## src/rtl/eeprom_pkg.sv

```systemverilog
// Shared constants and state encoding for the EEPROM transaction sequencer.
package eeprom_pkg;

  localparam logic [6:0] DEV_ADDR_DEF    = 7'h50;
  localparam int         TWR_CYC_DEF     = 250_000;
  localparam int         GAP_CYC_DEF     = 8;
  localparam int         TIMEOUT_CYC_DEF = 4096;

  // One-hot encoding, matching the byte engine below us.
  typedef enum logic [9:0] {
    S_IDLE   = 10'b00_0000_0001,
    S_W_DEV  = 10'b00_0000_0010,
    S_W_ADDR = 10'b00_0000_0100,
    S_W_DATA = 10'b00_0000_1000,
    S_STOP1  = 10'b00_0001_0000,
    S_TWR    = 10'b00_0010_0000,
    S_R_DEV  = 10'b00_0100_0000,
    S_R_DATA = 10'b00_1000_0000,
    S_STOP2  = 10'b01_0000_0000,
    S_FIN    = 10'b10_0000_0000
  } state_e;

  // One width for every wait counter, large enough for the longest wait.
  function automatic int cnt_width(input int a, input int b, input int c);
    int m;
    m = a;
    if (b > m) m = b;
    if (c > m) m = c;
    return $clog2(m) + 1;
  endfunction

endpackage

```

## src/rtl/eeprom_wait_cnt.sv

```systemverilog
// Loadable down-counter with a zero flag; holds at zero instead of wrapping.
module eeprom_wait_cnt #(
  parameter int W = 8
) (
  input  logic         clk_i,
  input  logic         rst_ni,
  input  logic         load_i,
  input  logic [W-1:0] load_val_i,
  input  logic         dec_i,
  output logic         zero_o
);

  logic [W-1:0] cnt_q;

  // Load has priority over decrement; decrement stops at zero.
  always_ff @(posedge clk_i or negedge rst_ni) begin
    if (!rst_ni) begin
      cnt_q <= '0;
    end else if (load_i) begin
      cnt_q <= load_val_i;
    end else if (dec_i && (cnt_q != '0)) begin
      cnt_q <= cnt_q - 1'b1;
    end
  end

  assign zero_o = (cnt_q == '0);

endmodule

```

## src/rtl/eeprom_ctrl.sv

```systemverilog
// 24Cxx byte-write / random-read sequencer sitting above the IIC byte engine.
//
// state    | meaning
// IDLE     | waiting for req
// W_DEV    | frame 1, sending device address + W
// W_ADDR   | frame 1, sending word address
// W_DATA   | frame 1, sending write data
// STOP1    | iic_en low, bus-free gap after frame 1
// TWR      | iic_en low, EEPROM internal write time
// R_DEV    | frame 2, sending device address + R
// R_DATA   | frame 2, receiving data byte (SDA released)
// STOP2    | iic_en low, closing gap (also the abort path)
// FIN      | done pulse, busy released
module eeprom_ctrl
  import eeprom_pkg::*;
#(
  parameter logic [6:0] DEV_ADDR    = DEV_ADDR_DEF,
  parameter int         TWR_CYC     = TWR_CYC_DEF,
  parameter int         GAP_CYC     = GAP_CYC_DEF,
  parameter int         TIMEOUT_CYC = TIMEOUT_CYC_DEF
) (
  input  logic       clk_i,
  input  logic       rst_ni,
  input  logic       req_i,
  input  logic       rw_i,
  input  logic [7:0] addr_i,
  input  logic [7:0] wdata_i,
  output logic [7:0] rdata_o,
  output logic       busy_o,
  output logic       done_o,
  output logic       err_o,
  output logic       iic_en_o,
  output logic [7:0] iic_data_o,
  input  logic       iic_flag_i,
  input  logic [7:0] iic_readdata_i
);

  localparam int CW = cnt_width(TWR_CYC, GAP_CYC, TIMEOUT_CYC);

  state_e     state_q, state_d;
  logic       rw_q, rw_d;
  logic [7:0] addr_q, addr_d, wdata_q, wdata_d, rdata_q, rdata_d;
  logic       busy_q, busy_d, done_q, done_d, err_q, err_d;
  logic       en_q, en_d;
  logic [7:0] data_q, data_d;
  logic       byte_st, entry, gap_zero, twr_zero, wd_zero;

  assign byte_st = state_q inside {S_W_DEV, S_W_ADDR, S_W_DATA, S_R_DEV, S_R_DATA};
  assign entry   = (state_d != state_q);

  // Waits are loaded with N-1 so the state lasts exactly N cycles.
  eeprom_wait_cnt #(.W(CW)) u_gap (
    .clk_i, .rst_ni,
    .load_i    (entry && (state_d inside {S_STOP1, S_STOP2})),
    .load_val_i(CW'(GAP_CYC - 1)),
    .dec_i     (state_q inside {S_STOP1, S_STOP2}),
    .zero_o    (gap_zero)
  );

  eeprom_wait_cnt #(.W(CW)) u_twr (
    .clk_i, .rst_ni,
    .load_i    (entry && (state_d == S_TWR)),
    .load_val_i(CW'(TWR_CYC - 1)),
    .dec_i     (state_q == S_TWR),
    .zero_o    (twr_zero)
  );

  eeprom_wait_cnt #(.W(CW)) u_wdog (
    .clk_i, .rst_ni,
    .load_i    (entry || iic_flag_i),
    .load_val_i(CW'(TIMEOUT_CYC - 1)),
    .dec_i     (byte_st),
    .zero_o    (wd_zero)
  );

  // State and output registers; iic_en drops immediately on reset.
  always_ff @(posedge clk_i or negedge rst_ni) begin
    if (!rst_ni) begin
      state_q <= S_IDLE;
      rw_q    <= 1'b0;
      addr_q  <= '0;
      wdata_q <= '0;
      rdata_q <= '0;
      busy_q  <= 1'b0;
      done_q  <= 1'b0;
      err_q   <= 1'b0;
      en_q    <= 1'b0;
      data_q  <= 8'hFF;
    end else begin
      state_q <= state_d;
      rw_q    <= rw_d;
      addr_q  <= addr_d;
      wdata_q <= wdata_d;
      rdata_q <= rdata_d;
      busy_q  <= busy_d;
      done_q  <= done_d;
      err_q   <= err_d;
      en_q    <= en_d;
      data_q  <= data_d;
    end
  end

  // Next state; engine outputs change only on state entry or on iic_flag.
  always_comb begin
    state_d = state_q;
    rw_d    = rw_q;
    addr_d  = addr_q;
    wdata_d = wdata_q;
    rdata_d = rdata_q;
    busy_d  = busy_q;
    done_d  = 1'b0;
    err_d   = err_q;
    en_d    = en_q;
    data_d  = data_q;
    case (state_q)
      S_IDLE: if (req_i) begin
        rw_d    = rw_i;
        addr_d  = addr_i;
        wdata_d = wdata_i;
        busy_d  = 1'b1;
        err_d   = 1'b0;
        state_d = S_W_DEV;
        en_d    = 1'b1;
        data_d  = {DEV_ADDR, 1'b0};
      end
      S_W_DEV: if (iic_flag_i) begin
        state_d = S_W_ADDR;
        data_d  = addr_q;
      end
      S_W_ADDR: if (iic_flag_i) begin
        if (!rw_q) begin
          state_d = S_W_DATA;
          data_d  = wdata_q;
        end else begin
          state_d = S_STOP1;
          en_d    = 1'b0;
          data_d  = 8'hFF;
        end
      end
      S_W_DATA: if (iic_flag_i) begin
        state_d = S_STOP1;
        en_d    = 1'b0;
        data_d  = 8'hFF;
      end
      S_STOP1: if (gap_zero) begin
        if (rw_q) begin
          state_d = S_R_DEV;
          en_d    = 1'b1;
          data_d  = {DEV_ADDR, 1'b1};
        end else begin
          state_d = S_TWR;
        end
      end
      S_TWR: if (twr_zero) begin
        state_d = S_FIN;
        done_d  = 1'b1;
        busy_d  = 1'b0;
      end
      S_R_DEV: if (iic_flag_i) begin
        state_d = S_R_DATA;
        data_d  = 8'hFF;
      end
      S_R_DATA: if (iic_flag_i) begin
        rdata_d = iic_readdata_i;
        state_d = S_STOP2;
        en_d    = 1'b0;
      end
      S_STOP2: if (gap_zero) begin
        state_d = S_FIN;
        done_d  = 1'b1;
        busy_d  = 1'b0;
      end
      S_FIN: state_d = S_IDLE;
      default: begin
        state_d = S_IDLE;
        en_d    = 1'b0;
        busy_d  = 1'b0;
      end
    endcase
    // A missing byte-complete aborts through STOP2 so done still pulses once.
    if (byte_st && !iic_flag_i && wd_zero) begin
      state_d = S_STOP2;
      en_d    = 1'b0;
      err_d   = 1'b1;
      data_d  = 8'hFF;
    end
  end

  assign rdata_o    = rdata_q;
  assign busy_o     = busy_q;
  assign done_o     = done_q;
  assign err_o      = err_q;
  assign iic_en_o   = en_q;
  assign iic_data_o = data_q;

endmodule
```

## config.mk

```make
export PLATFORM = sky130hd
export DESIGN_NAME = eeprom_ctrl
export DESIGN_NICKNAME = d
export VERILOG_FILES = /design/src/rtl/eeprom_pkg.sv /design/src/rtl/eeprom_wait_cnt.sv /design/src/rtl/eeprom_ctrl.sv
export SDC_FILE = /design/constraint.sdc
export NUM_CORES = 1
export LEC_CHECK = 0
export CORE_MARGIN = 5
export CORE_UTILIZATION = 24
export CTS_CLUSTER_SIZE = 14
export DETAILED_ROUTE_END_ITERATION = 12
export SYNTH_ARGS = -nofsm -noshare
export SYNTH_HDL_FRONTEND = slang
export SYNTH_SLANG_ARGS = --single-unit
export TNS_END_PERCENT = 1
```

## constraint.sdc

```tcl
create_clock -name clk_i -period 2.8 [get_ports clk_i]
set_input_delay 0.42 -clock clk_i [delete_from_list [all_inputs] [get_ports clk_i]]
set_output_delay 0.42 -clock clk_i [all_outputs]
set_load 0.01 [all_outputs]
```

==> results of run 1 <==
kinds of logic after synthesis:
kind of cell               count (synthesis)
xor gates and xnor gates                  43
and+or+nand+nor                          247
buffers and inverters                     37
muxes                                     33
AOI/OAI and AO/OA                         78
DFF                                      104
adders and majority gates                  3
critical path: cells and delay by family (launching register included):
kind          cells  cell delay (ns)
buf+inv           1             0.18
flops             1             0.41
simple gates      5             1.85
xor+xnor          1             0.16
cell type report:
class | instances | area, sq um
flip-flops and latches | 104 | 2610
inverters | 10 | 37.5
fillers | 2344 | 15600
clock inverters | 7 | 62.6
clock buffers | 9 | 225
multi-input cells | 404 | 2730
repair buffers | 108 | 957
well taps | 285 | 357
cells in the mapped netlist, types with 7 or more instances:
library cell / n / share of area (%)
dfstp_2: 9 / 4.3
xnor2_1: 23 / 3.7
mux2i_1: 7 / 1.3
nand3_1: 15 / 1.4
nand2_1: 43 / 2.9
nor2_1: 63 / 4.3
buf_2: 10 / 0.91
dfrtp_1: 95 / 43
nor4_1: 22 / 2.5
o21ai_0: 18 / 1.6
xor2_1: 20 / 3.2
nor3_1: 15 / 1.4
nand4_1: 11 / 1.3
or3_1: 17 / 1.9
mux2_2: 26 / 5.3
or4_1: 12 / 1.6
inv_1: 10 / 0.68
clkbuf_1: 15 / 1.0
nand4b_1: 8 / 1.3
a21oi_1: 23 / 2.1
cell usage in the layout, fill, tap and decap left out, drive strengths merged, types with 20 or more instances in the layout:
cell type,count
nor2,63
nor4,24
mux2,26
a21oi,24
buf,61
dfrtp,95
xor2,20
clkdlybuf4s50,47
xnor2,23
nand2,43
repair_timing:
action                                  4_1_cts  5_1_grt
hold buffers                                  0        0
gates resized for setup                       0        5
buffers inserted                              0        0
endpoints found under the setup margin        0       33
routing by layer:
| metal | global-route usage, % | routed length (microns) | vias to the layer above |
|---|---|---|---|
| li1 | - | - | 2169 |
| met5 | 0 | 0 | - |
| met4 | 4.77 | 263 | 0 |
| met1 | 14.3 | 6340 | 2121 |
| met3 | 1.40 | 384 | 17 |
| met2 | 16.5 | 6220 | 61 |
state kept, by name (all words and copies together) (netlist names):
register and cells:
u_twr.cnt_q 19, rw_q 1, busy_o 1, rdata_o 8, err_o 1, done_o 1, state_q 10, u_wdog.cnt_q 19
iic_en_o 1, iic_data_o 8, addr_q 8, u_gap.cnt_q 19, wdata_q 8
through the flow:
| step | instances | power [uW] | worst slack [ns] | setup TNS, ns | cell area [sq um] |
|---|---|---|---|---|---|
| after global routing | 927 | 4330 | -0.0309 | -0.0413 | 6980 |
| final | 927 | 4110 | 0.0743 | 0 | 6980 |
| after detailed placement | 911 | 2870 | 0.0577 | 0 | 6670 |
| after global placement | 911 | 2870 | 0.0972 | 0 | 6670 |
| after floorplan | 545 | 2430 | 0.106 | 0 | 5480 |
| after CTS | 927 | 4140 | 0.0290 | 0 | 6960 |
where the power goes:
part | leakage, uW | switching [uW] | internal (uW)
combinational | 0.00156 | 507 | 524
sequential | 0.00130 | 115 | 1710
clock | 0.000138 | 626 | 624
how the worst max path moves through the flow:
| stage | start | end | slack (ns) |
|---|---|---|---|
| final | u_wdog.cnt_q[13]$_DFFE_PN0P_ | u_wdog.cnt_q[11]$_DFFE_PN0P_ | 0.07 |
| after detailed placement | state_q[0]$_DFF_PN1_ | u_wdog.cnt_q[16]$_DFFE_PN0P_ | 0.06 |
| after floorplan | u_twr.cnt_q[0]$_DFFE_PN0P_ | u_gap.cnt_q[18]$_DFFE_PN0P_ | 0.11 |
| after CTS | state_q[0]$_DFF_PN1_ | u_wdog.cnt_q[16]$_DFFE_PN0P_ | 0.03 |
| after global routing | u_wdog.cnt_q[13]$_DFFE_PN0P_ | u_wdog.cnt_q[11]$_DFFE_PN0P_ | -0.03 |
| after global placement | state_q[0]$_DFF_PN1_ | u_wdog.cnt_q[16]$_DFFE_PN0P_ | 0.1 |
==> results.cfg, run 1 <==
[outcome]
outcome = complete, no violations

[routing]
drtIter0Drc = 224
final_antenna_net_count = 0
wl_per_cell_microns = 14.2
vias_per_cell = 4.71
via_count = 4368
drtPass1Iterations = 4
wirelength_microns = 13200
drc = 0

[critical_path]
reg2reg_slack_ns = 0.07
r2r-end = u_wdog.cnt_q[11]$_DFFE_PN0P_
startpoint_type = flop
slowest_delay_ns = 0.67
cp_slowest_cell = or4_1
worstPathRequired_ns = 3.03
crit_top_cell = or4_1
critPathMaxFanout = 10
crit_chain = or3_1 > or4_1 > buf_4 > or4_1 > nand4b_1 > xor2_1 > nand2_1
reg2reg_depth = 7
cp-end-kind = flop
crit_type = reg -> reg
worstPathArrival_ns = 2.95
r2r-start = u_wdog.cnt_q[13]$_DFFE_PN0P_

[cts]
cts.sinks = 104
clkTransAtPathRegs_ns = 0.08
cts_buffer_depth = 2
h-tree-depth = 3
clkLatencyLatePin_ns = 0.36
cts-root-buf = clkbuf_16
numCtsBuffers = 9
cts_tree = yes

[job]
maxCapViolCount = 0

[floorplan]
die_h_microns = 161
die-area_sq_um = 26000
ios = 49
core_area_sq_um = 22600
initial_core_util_pct = 24.3
rows = 55
fp.dieW_microns = 161

[logic_synthesis]
synth_edf_count = 0
muxShareOfSynthArea_pct = 6.62
yosys.area_share.simple_pct = 25.2
synth_nets = 577
synthAdderAreaFrac_pct = 0.685
ys_ff_latch = 104
syn_inst = 545
synth_cell_types = 58
synth_seq_area_share_pct = 47.7
synth_top_family_by_area = simple AND/OR/NAND/NOR gates
async_flop_share_pct = 100
syn_avg_cell_area_sq_um = 10.1
synth_compound_area_share_pct = 10.1
synth_flop_cell = dfrtp_1
ys.warnings.count = 0
synth_area_sq_um = 5480
synth_xor_area_share_pct = 6.87

[sta]
fmax_ghz = 0.367
fin_skew_ns = 0.0118
period_needed_ns = 2.73
maxSlewHeadroom_pct = 57.4
finalHoldViolations = 0
hold_slack_ns = 0.0105
final_max_slew_viol_count = 0
grt_setup_unrepaired = yes
worst_slew_pin_slew_ns = 0.635
min_period_over_period_pct = 97.3
setup_viol = 0

[grt]
grt_pass1_vias = 4315
grt_start_max_net_pins = 45
grt_pass1_wl_microns = 22300
track_usage_pct = 10.4
antenna_found_initial = 0
grt_remaining_overflow = 0

[final_layout]
diodes = 0
drive_gt1_share_pct = 20.7
layout.nets = 669
post-route-util_pct = 30.9
area_growth_pct = 27.4

[worst_hold_path]
hold_path_class = in -> async

[power]
vdd_drop_max_v = 0.000434
power_density_nw_per_um2 = 588
p_leak_uw = 0.00300

[placed_design]
portBuffers = 48
place_hpwl_microns = 9660
globalplace.congestion = 0.852
No activity file was read; power rests on OpenSTA's default activity.
==> run 2, diff against run 1 <==
--- a/config.mk
+++ b/config.mk
@@ -7,7 +7,7 @@
 export LEC_CHECK = 0
 export CORE_MARGIN = 5
 export CORE_UTILIZATION = 24
-export CTS_CLUSTER_SIZE = 14
+export CTS_CLUSTER_SIZE = 25
 export DETAILED_ROUTE_END_ITERATION = 12
 export SYNTH_ARGS = -nofsm -noshare
 export SYNTH_HDL_FRONTEND = slang
==> results of run 2 <==
Final layout, timing and power as in run 1 (identical DEF).
==> run 3, diff against run 2 <==
--- a/config.mk
+++ b/config.mk
@@ -5,10 +5,13 @@
 export SDC_FILE = /design/constraint.sdc
 export NUM_CORES = 1
 export LEC_CHECK = 0
+export CELL_PAD_IN_SITES_DETAIL_PLACEMENT = 0
+export CELL_PAD_IN_SITES_GLOBAL_PLACEMENT = 1
 export CORE_MARGIN = 5
 export CORE_UTILIZATION = 24
 export CTS_CLUSTER_SIZE = 25
 export DETAILED_ROUTE_END_ITERATION = 12
+export PLACE_DENSITY_LB_ADDON = 0.1
 export SYNTH_ARGS = -nofsm -noshare
 export SYNTH_HDL_FRONTEND = slang
 export SYNTH_SLANG_ARGS = --single-unit
==> run 3 against run 2 <==
  * Cell count is 0.43% higher
  * Sequential cell count unchanged
  * Power rose by 3.8%
  * Routed wire length is 18% higher
  * Sequential power barely moved
  * Critical path type unchanged
  * Utilization increased by 0.40 points
  * Non-clock buffer count rose by 4
  * Clock skew is 0.00069 ns lower
  * Largest power group unchanged
  * Highest routed layer unchanged
  * Worst hold slack better by 0.067 ns
  * Combinational power increased by 6%
==> results.cfg, run 3 (synthesis results as in run 1) <==
[final_layout]
diodes = 0
final_cell_mix = dfrtp_1, nor2_1, buf_4
post-route-util_pct = 31.3
area_growth_pct = 29.0
drive_gt1_share_pct = 21.2
final_common_cell = dfrtp_1
top_regs = u_gap.cnt_q (19), u_twr.cnt_q (19), u_wdog.cnt_q (19)
layout.nets = 673
nFillCells = 2356

[critical_path]
startpoint_type = flop
crit_type = reg -> reg
cp-end-kind = flop
critPathMaxFanout = 19
worstPathArrival_ns = 2.87
worstPathRequired_ns = 3.03

[placed_design]
place_hpwl_microns = 11100
portBuffers = 48
pre_cts_ws_ns = 0.0713
globalplace.congestion = 0.847

[routing]
final_antenna_net_count = 0
wirelength_microns = 15600
drtIter0Drc = 193
vias_per_cell = 4.79
drtPass1Iterations = 4
drc = 0
wl_per_cell_microns = 16.7
via_count = 4456

[cts]
clkLatencyLatePin_ns = 0.35
cts.sinks = 104
cts_tree = yes
hold_buffers = 0
cts-root-buf = clkbuf_16
clkTransAtPathRegs_ns = 0.08
cts_setup_buffers = 0
h-tree-depth = 3
cts_buffer_depth = 2
numCtsBuffers = 9

[floorplan]
initial_core_util_pct = 24.3
die_h_microns = 161
core_area_sq_um = 22600
rows = 55
ios = 49
die-area_sq_um = 26000
fp.dieW_microns = 161

[grt]
grt_start_max_net_pins = 105
gr-usage-met2_pct = 19.5
antenna_found_initial = 0
grt_pass1_wl_microns = 25800
grtUsageMet3_pct = 1.79
use_met1_pct = 17.7
grt_remaining_overflow = 0
track_usage_pct = 12.4
busiest_layer = met2
grt_pass1_vias = 4604

[sta]
period_needed_ns = 2.64
worst_slew_pin_slew_ns = 0.662
finalSetupTns_ns = 0
grt_setup_unrepaired = no
fmax_ghz = 0.379
fin_skew_ns = 0.0111
min_period_over_period_pct = 94.3
maxSlewHeadroom_pct = 55.8
final_max_slew_viol_count = 0
setup_viol = 0
setup_ws_ns = 0.160
finalHoldViolations = 0

[outcome]
outcome = complete, no violations

[power]
p_leak_uw = 0.00303
vdd_drop_max_v = 0.000306
power_density_nw_per_um2 = 603

[job]
maxCapViolCount = 0

[worst_hold_path]
hold_path_class = in -> async
## run 3: per-stage QoR
stage	power (uW)	area [sq um]	hold slack [ns]	std cells
6_report	4270	7070	0.0772	931
5_1_grt	4500	7070	0.187	931
4_1_cts	4330	7030	0.168	931
3_5_place_dp	2940	6730	0.470	915
3_3_place_gp	2940	6730	0.466	915
2_1_floorplan	2430	5480	0.124	545
## run 3: critical path: stages (launching register included)
cell	delay [ns]
dfrtp_1	0.41
buf_4	0.19
xor2_1	0.16
o21a_1	0.23
a211o_1	0.37
a311oi_1	0.58
a32oi_4	0.11
buf_12	0.18
or2_2	0.29
## run 3: worst paths after layout
path                                            from                          end  slack [ns]  cells past startpoint
min in group clk_i                 err_o$_DFFE_PN0P_            err_o$_DFFE_PN0P_        0.50                      2
worst max-delay path            state_q[7]$_DFF_PN0_   u_gap.cnt_q[1]$_DFFE_PN0P_        0.16                      8
worst max register to register  state_q[7]$_DFF_PN0_   u_gap.cnt_q[1]$_DFFE_PN0P_        0.16                      8
max in group asynchronous                     rst_ni  u_twr.cnt_q[10]$_DFFE_PN0P_        2.16                      2
worst min-delay path                          rst_ni  u_twr.cnt_q[14]$_DFFE_PN0P_        0.08                      2
worst min register to register     err_o$_DFFE_PN0P_            err_o$_DFFE_PN0P_        0.50                      2
## run 3: layout make-up
type                            instances  area [sq um]  area share (%)
Inverter                               10          37.5           0.531
Timing Repair Buffer                  112          1010            14.3
Tap cell                              285           357            5.04
Clock buffer                           10           229            3.24
Clock inverter                          6          75.1            1.06
Sequential cell                       104          2610            36.9
Multi-Input combinational cell        404          2750            38.9
## run 3: layer usage
metal / wire length, microns / part of all wire (%)
met1: 7910 / 51
met2: 7200 / 46
met3: 292 / 1.9
met4: 150 / 0.96
met5: 0 / 0
## run 3: where the power goes
| group | leakage, uW | switching (uW) | internal, uW | total, uW |
|---|---|---|---|---|
| combinational | 0.00159 | 554 | 537 | 1090 |
| clock | 0.000146 | 638 | 711 | 1350 |
| sequential | 0.00130 | 114 | 1710 | 1830 |
| total | 0.00303 | 1310 | 2960 | 4270 |
## run 3: timing repair
action,in CTS,in global routing
endpoints found under the setup margin,0,26
resized for setup,0,6
hold endpoints to repair,0,0
